**config.mk**
```make
export PLATFORM = sky130hd
export DESIGN_NAME = obf_key_load_ctrl
export DESIGN_NICKNAME = d
export VERILOG_FILES = /design/src/rtl/obf_ctrl_pkg.sv /design/src/rtl/obf_key_shreg.sv /design/src/rtl/obf_key_load_ctrl.sv
export SDC_FILE = /design/constraint.sdc
export NUM_CORES = 1
export LEC_CHECK = 0
export BUFFER_PORTS_ARGS = -buffer_cell sky130_fd_sc_hd__buf_2
export CAP_MARGIN = 20
export CORE_ASPECT_RATIO = 0.5
export CORE_UTILIZATION = 42
export DETAILED_ROUTE_END_ITERATION = 10
export GPL_ROUTABILITY_DRIVEN = 0
export PLACE_DENSITY_LB_ADDON = 0.12
export RECOVER_POWER = 50
export SYNTH_ARGS = -nofsm -noshare
export SYNTH_HDL_FRONTEND = slang
export SYNTH_SLANG_ARGS = --single-unit
export TNS_END_PERCENT = 100
```
**constraint.sdc**
```tcl
create_clock -name clk -period 1.6 [get_ports clk]
set_input_delay 0.24 -clock clk [delete_from_list [all_inputs] [get_ports clk]]
set_output_delay 0.24 -clock clk [all_outputs]
set_load 0.03 [all_outputs]
```
**src/rtl/obf_ctrl_pkg.sv**
```systemverilog
// Shared types and defaults for the obfuscation key load controller.
// The key FSM encoding, reset key value and fail-counter sizing live here.
package obf_ctrl_pkg;

  localparam int unsigned KEY_W_DEF    = 2;
  localparam int unsigned CHUNK_W_DEF  = 1;
  localparam int unsigned MAX_FAIL_DEF = 3;
  localparam int unsigned DIN_W_DEF    = 41;
  localparam int unsigned DOUT_W_DEF   = 32;

  localparam logic [KEY_W_DEF-1:0] KEY_DEFAULT = '0;

  typedef enum logic [2:0] {
    ST_IDLE    = 3'd0,
    ST_SHIFT   = 3'd1,
    ST_CHECK   = 3'd2,
    ST_COMMIT  = 3'd3,
    ST_LOCKOUT = 3'd4
  } key_state_e;

  // Width of a counter that must be able to hold max_val itself.
  function automatic int unsigned fail_cnt_w(input int unsigned max_val);
    return (max_val < 2) ? 1 : $clog2(max_val + 1);
  endfunction

endpackage

```
**src/rtl/obf_key_shreg.sv**
```systemverilog
// Shadow key shift register: LSB-first chunk assembly, beat counting,
// parity latch on the final beat and combinational parity compare.
module obf_key_shreg #(
  parameter int unsigned KEY_W   = 2,
  parameter int unsigned CHUNK_W = 1
) (
  input  logic               clk,
  input  logic               rst_n,
  input  logic               clear,
  input  logic               shift,
  input  logic [CHUNK_W-1:0] kin_data,
  input  logic               kin_parity,
  output logic [KEY_W-1:0]   shadow,
  output logic               last_beat_c,
  output logic               parity_ok_c
);

  localparam int unsigned BEATS = KEY_W / CHUNK_W;
  localparam int unsigned CNT_W = (BEATS > 1) ? $clog2(BEATS) : 1;

  logic [CNT_W-1:0] beat_q;
  logic             parity_q;
  logic [KEY_W-1:0] shadow_nxt;

  // New chunk enters at the top so the first beat ends up in the LSBs.
  generate
    if (KEY_W == CHUNK_W) begin : g_single
      assign shadow_nxt = kin_data;
    end else begin : g_multi
      assign shadow_nxt = {kin_data, shadow[KEY_W-1:CHUNK_W]};
    end
  endgenerate

  assign last_beat_c = (beat_q == CNT_W'(BEATS - 1));
  assign parity_ok_c = ((^shadow) == parity_q);

  always_ff @(posedge clk) begin
    if (!rst_n) begin
      shadow   <= '0;
      beat_q   <= '0;
      parity_q <= 1'b0;
    end else if (clear) begin
      shadow <= '0;
      beat_q <= '0;
    end else if (shift) begin
      shadow <= shadow_nxt;
      beat_q <= last_beat_c ? '0 : beat_q + CNT_W'(1);
      if (last_beat_c) parity_q <= kin_parity;
    end
  end

endmodule

```
**src/rtl/obf_key_load_ctrl.sv**
```systemverilog
// Key load sequencer for a key-locked combinational core: serial key load,
// parity check, atomic commit, failure lockout and a 2-stage query pipeline.
module obf_key_load_ctrl
  import obf_ctrl_pkg::*;
#(
  parameter int unsigned      KEY_W       = KEY_W_DEF,
  parameter int unsigned      CHUNK_W     = CHUNK_W_DEF,
  parameter int unsigned      MAX_FAIL    = MAX_FAIL_DEF,
  parameter int unsigned      DIN_W       = DIN_W_DEF,
  parameter int unsigned      DOUT_W      = DOUT_W_DEF,
  parameter logic [KEY_W-1:0] KEY_DEFAULT = KEY_W'(obf_ctrl_pkg::KEY_DEFAULT)
) (
  input  logic               clk,
  input  logic               rst_n,
  input  logic               load_start,
  input  logic               load_abort,
  input  logic               kin_valid,
  output logic               kin_ready,
  input  logic [CHUNK_W-1:0] kin_data,
  input  logic               kin_parity,
  output logic [KEY_W-1:0]   key_out,
  output logic               key_valid,
  output logic               load_done,
  output logic               load_err,
  output logic               locked_out,
  input  logic               req_valid,
  output logic               req_ready,
  input  logic [DIN_W-1:0]   req_data,
  output logic [DIN_W-1:0]   core_in,
  input  logic [DOUT_W-1:0]  core_out,
  output logic               resp_valid,
  output logic [DOUT_W-1:0]  resp_data
);

  localparam int unsigned FAIL_W = fail_cnt_w(MAX_FAIL);

  key_state_e       state_q, state_d;
  logic [FAIL_W-1:0] fail_q, fail_d;
  logic [KEY_W-1:0] key_d;
  logic             key_valid_d;
  logic             done_d, err_d;
  logic             sh_clear, sh_shift;
  logic [KEY_W-1:0] shadow;
  logic             last_beat_c, parity_ok_c;
  logic             flush, req_accept, stage_v;

  obf_key_shreg #(
    .KEY_W   (KEY_W),
    .CHUNK_W (CHUNK_W)
  ) u_shreg (
    .clk         (clk),
    .rst_n       (rst_n),
    .clear       (sh_clear),
    .shift       (sh_shift),
    .kin_data    (kin_data),
    .kin_parity  (kin_parity),
    .shadow      (shadow),
    .last_beat_c (last_beat_c),
    .parity_ok_c (parity_ok_c)
  );

  // Next-state and registered-output decode; abort beats a same-cycle final beat.
  always_comb begin
    state_d     = state_q;
    fail_d      = fail_q;
    key_d       = key_out;
    key_valid_d = key_valid;
    done_d      = 1'b0;
    err_d       = 1'b0;
    sh_clear    = 1'b0;
    sh_shift    = 1'b0;
    case (state_q)
      ST_IDLE: begin
        if (load_start) begin
          state_d  = ST_SHIFT;
          sh_clear = 1'b1;
        end
      end
      ST_SHIFT: begin
        if (load_abort) begin
          state_d  = ST_IDLE;
          sh_clear = 1'b1;
        end else if (kin_valid) begin
          sh_shift = 1'b1;
          if (last_beat_c) state_d = ST_CHECK;
        end
      end
      ST_CHECK: begin
        if (load_abort) begin
          state_d  = ST_IDLE;
          sh_clear = 1'b1;
        end else if (parity_ok_c) begin
          state_d = ST_COMMIT;
        end else begin
          err_d = 1'b1;
          if (fail_q == FAIL_W'(MAX_FAIL - 1)) begin
            state_d     = ST_LOCKOUT;
            fail_d      = FAIL_W'(MAX_FAIL);
            key_d       = KEY_DEFAULT;
            key_valid_d = 1'b0;
          end else begin
            state_d = ST_IDLE;
            fail_d  = fail_q + FAIL_W'(1);
          end
        end
      end
      ST_COMMIT: begin
        state_d     = ST_IDLE;
        key_d       = shadow;
        key_valid_d = 1'b1;
        done_d      = 1'b1;
        fail_d      = '0;
      end
      ST_LOCKOUT: begin
        key_d       = KEY_DEFAULT;
        key_valid_d = 1'b0;
      end
      default: state_d = ST_IDLE;
    endcase
  end

  always_ff @(posedge clk) begin
    if (!rst_n) begin
      state_q    <= ST_IDLE;
      fail_q     <= '0;
      key_out    <= KEY_DEFAULT;
      key_valid  <= 1'b0;
      load_done  <= 1'b0;
      load_err   <= 1'b0;
      locked_out <= 1'b0;
      kin_ready  <= 1'b0;
      req_ready  <= 1'b0;
    end else begin
      state_q    <= state_d;
      fail_q     <= fail_d;
      key_out    <= key_d;
      key_valid  <= key_valid_d;
      load_done  <= done_d;
      load_err   <= err_d;
      locked_out <= (state_d == ST_LOCKOUT);
      kin_ready  <= (state_d == ST_SHIFT);
      req_ready  <= key_valid_d && (state_d != ST_LOCKOUT);
    end
  end

  // Query pipeline; key_out and core_in move on the same edge, so every
  // response is computed under exactly one key.
  assign req_accept = req_valid && req_ready;
  assign flush      = (state_d == ST_LOCKOUT);

  always_ff @(posedge clk) begin
    if (!rst_n) begin
      stage_v    <= 1'b0;
      core_in    <= '0;
      resp_valid <= 1'b0;
      resp_data  <= '0;
    end else begin
      stage_v    <= req_accept && !flush;
      resp_valid <= stage_v && !flush;
      if (req_accept) core_in <= req_data;
      if (flush || !key_valid) begin
        resp_data <= '0;
      end else if (stage_v) begin
        resp_data <= core_out;
      end
    end
  end

endmodule

```
==> summary.txt <==
Pwr
  • Switching share of power: 0.203
  • Clock share of power: 0.454
  • VDD IR-drop max: 0.000464 V
  • Register share of total power: 0.508
  • Sw power: 919 uW
  • P_int: 3610 uW
  • Pwr Density: 977 nW/um2
  • Pleak: 0.00171 uW
  • Logic pwr share: 0.038

Yosys
  • Syn Nets: 452
  • Async set-or-reset flop fraction in the synthesized netlist: 0
  • #FFs+latches synth: 92
  • Simple-gate area share of the yosys netlist: 0.189
  • Seq/Total Area, Yosys: 0.533
  • Synth warn: 0
  • Compound-cell area share of the yosys netlist: 0.124
  • Post-Synthesis Cells: 370
  • Mapped Area: 3450 um2
  • Post-synthesis mux area share: 0.101
  • Mean Syn Cell Area: 9.34 um2
  • Most common flop cell mapped by yosys: dfxtp_1
  • Largest family of logic cells by synthesized area: simple AND/OR/NAND/NOR gates
  • XOR/XNOR Fraction of Synth Area: 0.0159
  • Post-synth cell types: 29
  • Synth Area in Adders: 0.00362
  • EDFF count, synth: 0

Place
  • Buffers on Ports: 162
  • Post-DP HPWL: 5.44 mm
  • Post-Place Worst Slack: 81.8 ps
  • Placed cell count: 626

Timing
  • Rel. slew slack: 0.491
  • Clock skew: 5.60 ps
  • Final WS setup: 94.6 ps
  • Slew Viols, Final: 0
  • Final worst-path cycle share: 0.941
  • Min Hold Slack: 143 ps
  • Worst slew pin tran: 763 ps
  • Hold Fails Final Rpt: 0
  • Unrepaired setup endpoints after global routing: yes
  • Min cycle time layout: 1510 ps
  • Final Setup Violations: 0
  • Max Clk Rate: 0.664 GHz

GRT
  • First-pass GRT wire length: 12.2 mm
  • Initial antenna violation count: 0
  • Largest net degree at the start of global routing: 42
  • Overall Global Routing Usage: 0.185
  • Vias in the first global route: 2654
  • Grt total ovfl: 0

Cells and area
  • Ant. Diodes: 0
  • Share of cells above drive strength 1: 0.236
  • Nets: 611
  • Area Growth Syn to Fin: 34.1%
  • Final core occ: 0.605
  • Post-route insts no fill: 642

Hold path
  • Hold Path End: resp_data[4]$_SDFFE_PP0P_
  • Hold depth: 3
  • Hold path start: core_out[4]
  • Min-delay worst type: in -> reg

Floorplan
  • Core ar.: 7650 um2
  • Die Ht: 66.1 um
  • FP Rows: 22
  • Die X: 130 um
  • Initial Util: 0.451
  • Die area: 8610 um2
  • IO Pins: 163

Clock network
  • Worst-Skew Late Latency: 330 ps
  • Post-CTS setup buffers: 0
  • Clock Tree Buf Depth: 2
  • # clock sinks: 92
  • TritonCTS clock tree: yes
  • H-Tree Depth: 3
  • CTS buffer count: 9
  • Worst-path clk slew: 60 ps
  • Root Driver: clkbuf_16

Setup path
  • Startpoint Class: flop
  • Critical path fanouts, max: 4
  • Reg-to-Reg Start: u_shreg.shadow[0]$_SDFFE_PP0P_
  • R2r setup slk: 90 ps
  • Worst setup EP type: flop
  • Largest stage delay, worst path: 460 ps
  • Critical path depth: 4
  • CP Cell Sequence: xnor3_2, nor4b_4, nor2_1, a211oi_1
  • CP Data Required Time: 1840 ps
  • Crit Path Category: reg -> reg
  • R2r worst-path depth: 4
  • Crit path DAT: 1750 ps
  • RR Endpoint: fail_q[0]$_SDFFE_PN0P_
  • Delay-heaviest family, CP: XOR/XNOR gates
  • CP max-delay cell: xnor3_2
  • Worst path bufs/invs: 0

Detailed routing
  • DR WL/cell: 12.0 um
  • Drt initial violations: 126
  • Drt first pass iters: 4
  • Post-route DRC: 0
  • Drt via density: 4.58
  • Post-route ant nets: 0
  • Routed WL: 7.70 mm
  • Via count: 2940

Run
  • Max-Cap Viols: 0

Outcome
  • Status: finished, final reports clean
==> placed cells by master, fill, tap and decap left out, drive strengths merged, types with 2 or more instances in the layout <==
| master | Yosys | final |
|---|---|---|
| nand2 | 92 | 92 |
| nor4b | 3 | 3 |
| buf | 7 | 101 |
| nor2 | 41 | 41 |
| a21boi | 46 | 46 |
| nand3b | 2 | 2 |
| nand3 | 7 | 7 |
| dfxtp | 92 | 92 |
| a22oi | 2 | 2 |
| a211oi | 2 | 2 |
| clkinv | 0 | 4 |
| a21oi | 2 | 2 |
| a22o | 2 | 2 |
| inv | 4 | 4 |
| mux2i | 35 | 35 |
| nor2b | 3 | 3 |
| clkbuf | 18 | 82 |
| and3 | 3 | 3 |
==> per-layer routing <==
layer	vias to the layer above	global-route usage	part of all wire
met3	8	0.0663	0.075
li1	1538	-	-
met2	83	0.325	0.46
met1	1311	0.209	0.46
met5	-	0	0
met4	0	0.0654	0.0083
==> worst max-delay path by stage <==
stage	startpoint	end	slack [ps]
after floorplan	state_q[2]$_SDFF_PN0_	key_valid$_SDFF_PN0_	130
after global placement	u_shreg.shadow[1]$_SDFFE_PP0P_	fail_q[1]$_SDFFE_PN0P_	120
after detailed placement	u_shreg.shadow[1]$_SDFFE_PP0P_	resp_data[31]$_SDFFE_PP0P_	80
after CTS	u_shreg.shadow[1]$_SDFFE_PP0P_	fail_q[0]$_SDFFE_PN0P_	50
after global routing	u_shreg.shadow[0]$_SDFFE_PP0P_	fail_q[0]$_SDFFE_PN0P_	-8
final	u_shreg.shadow[0]$_SDFFE_PP0P_	fail_q[0]$_SDFFE_PN0P_	90
==> sequential cells by signal (all words and copies together) (netlist names) <==
name	cells
u_shreg.parity_q	1
stage_v	1
locked_out	1
resp_valid	1
core_in	41
fail_q	2
load_err	1
key_valid	1
resp_data	32
state_q	3
req_ready	1
u_shreg.last_beat_c	1
load_done	1
key_out	2
u_shreg.shadow	2
kin_ready	1
==> worst min-delay path, delay by kind of cell <==
kind	cells	cell delay, ps
buffers and inverters	1	70
and+or+nand+nor	1	70
muxes	1	50
==> power groups by stage <==
| stage | registers, uW | logic (uW) | clock network [uW] |
|---|---|---|---|
| 6_report | 2300 | 172 | 2060 |
| 3_3_place_gp | 2350 | 173 | 0 |
| 2_1_floorplan | 2350 | 51.7 | 0 |
| 3_5_place_dp | 2350 | 173 | 0 |
| 4_1_cts | 2300 | 174 | 2130 |
| 5_1_grt | 2300 | 189 | 2230 |
==> final cells by class <==
cell class / instances / area (um2)
clock buffers: 10 / 229
multi-input cells: 249 / 1500
flip-flops and latches: 92 / 1850
repair buffers: 173 / 838
clock inverters: 6 / 65.1
well taps: 108 / 135
fillers: 769 / 3020
inverters: 4 / 15.0
==> cell families after synthesis <==
| family | after synthesis |
|---|---|
| flip-flops | 92 |
| AO/OA/AOI/OAI | 57 |
| adder cells (fa/ha/maj) | 1 |
| XOR/XNOR | 3 |
| AND/OR/NAND/NOR | 153 |
| buffers and inverters | 29 |
| multiplexers | 35 |
==> Yosys cell counts, drive strengths merged, types with 3 or more instances <==
cell type	n	area share
dfxtp	92	0.53
nand2	92	0.10
a21boi	46	0.10
nor2	41	0.045
mux2i	35	0.10
clkbuf	18	0.020
buf	7	0.0094
nand3	7	0.010
inv	4	0.0043
and3	3	0.0054
nor2b	3	0.0054
nor4b	3	0.014
==> metrics by stage <==
step	area [um2]	power, uW	TNS, ps
global placement	4430	2520	0
finish	4630	4530	0
global route	4630	4720	-8.01
detailed placement	4430	2520	0
CTS	4730	4600	0
floorplan	3450	2410	0
==> what timing repair did <==
item,CTS,global route
gates resized for setup,0,6
endpoints found under the setup margin,0,32
hold buffers,0,0
No activity file was read; power rests on OpenSTA's default activity.
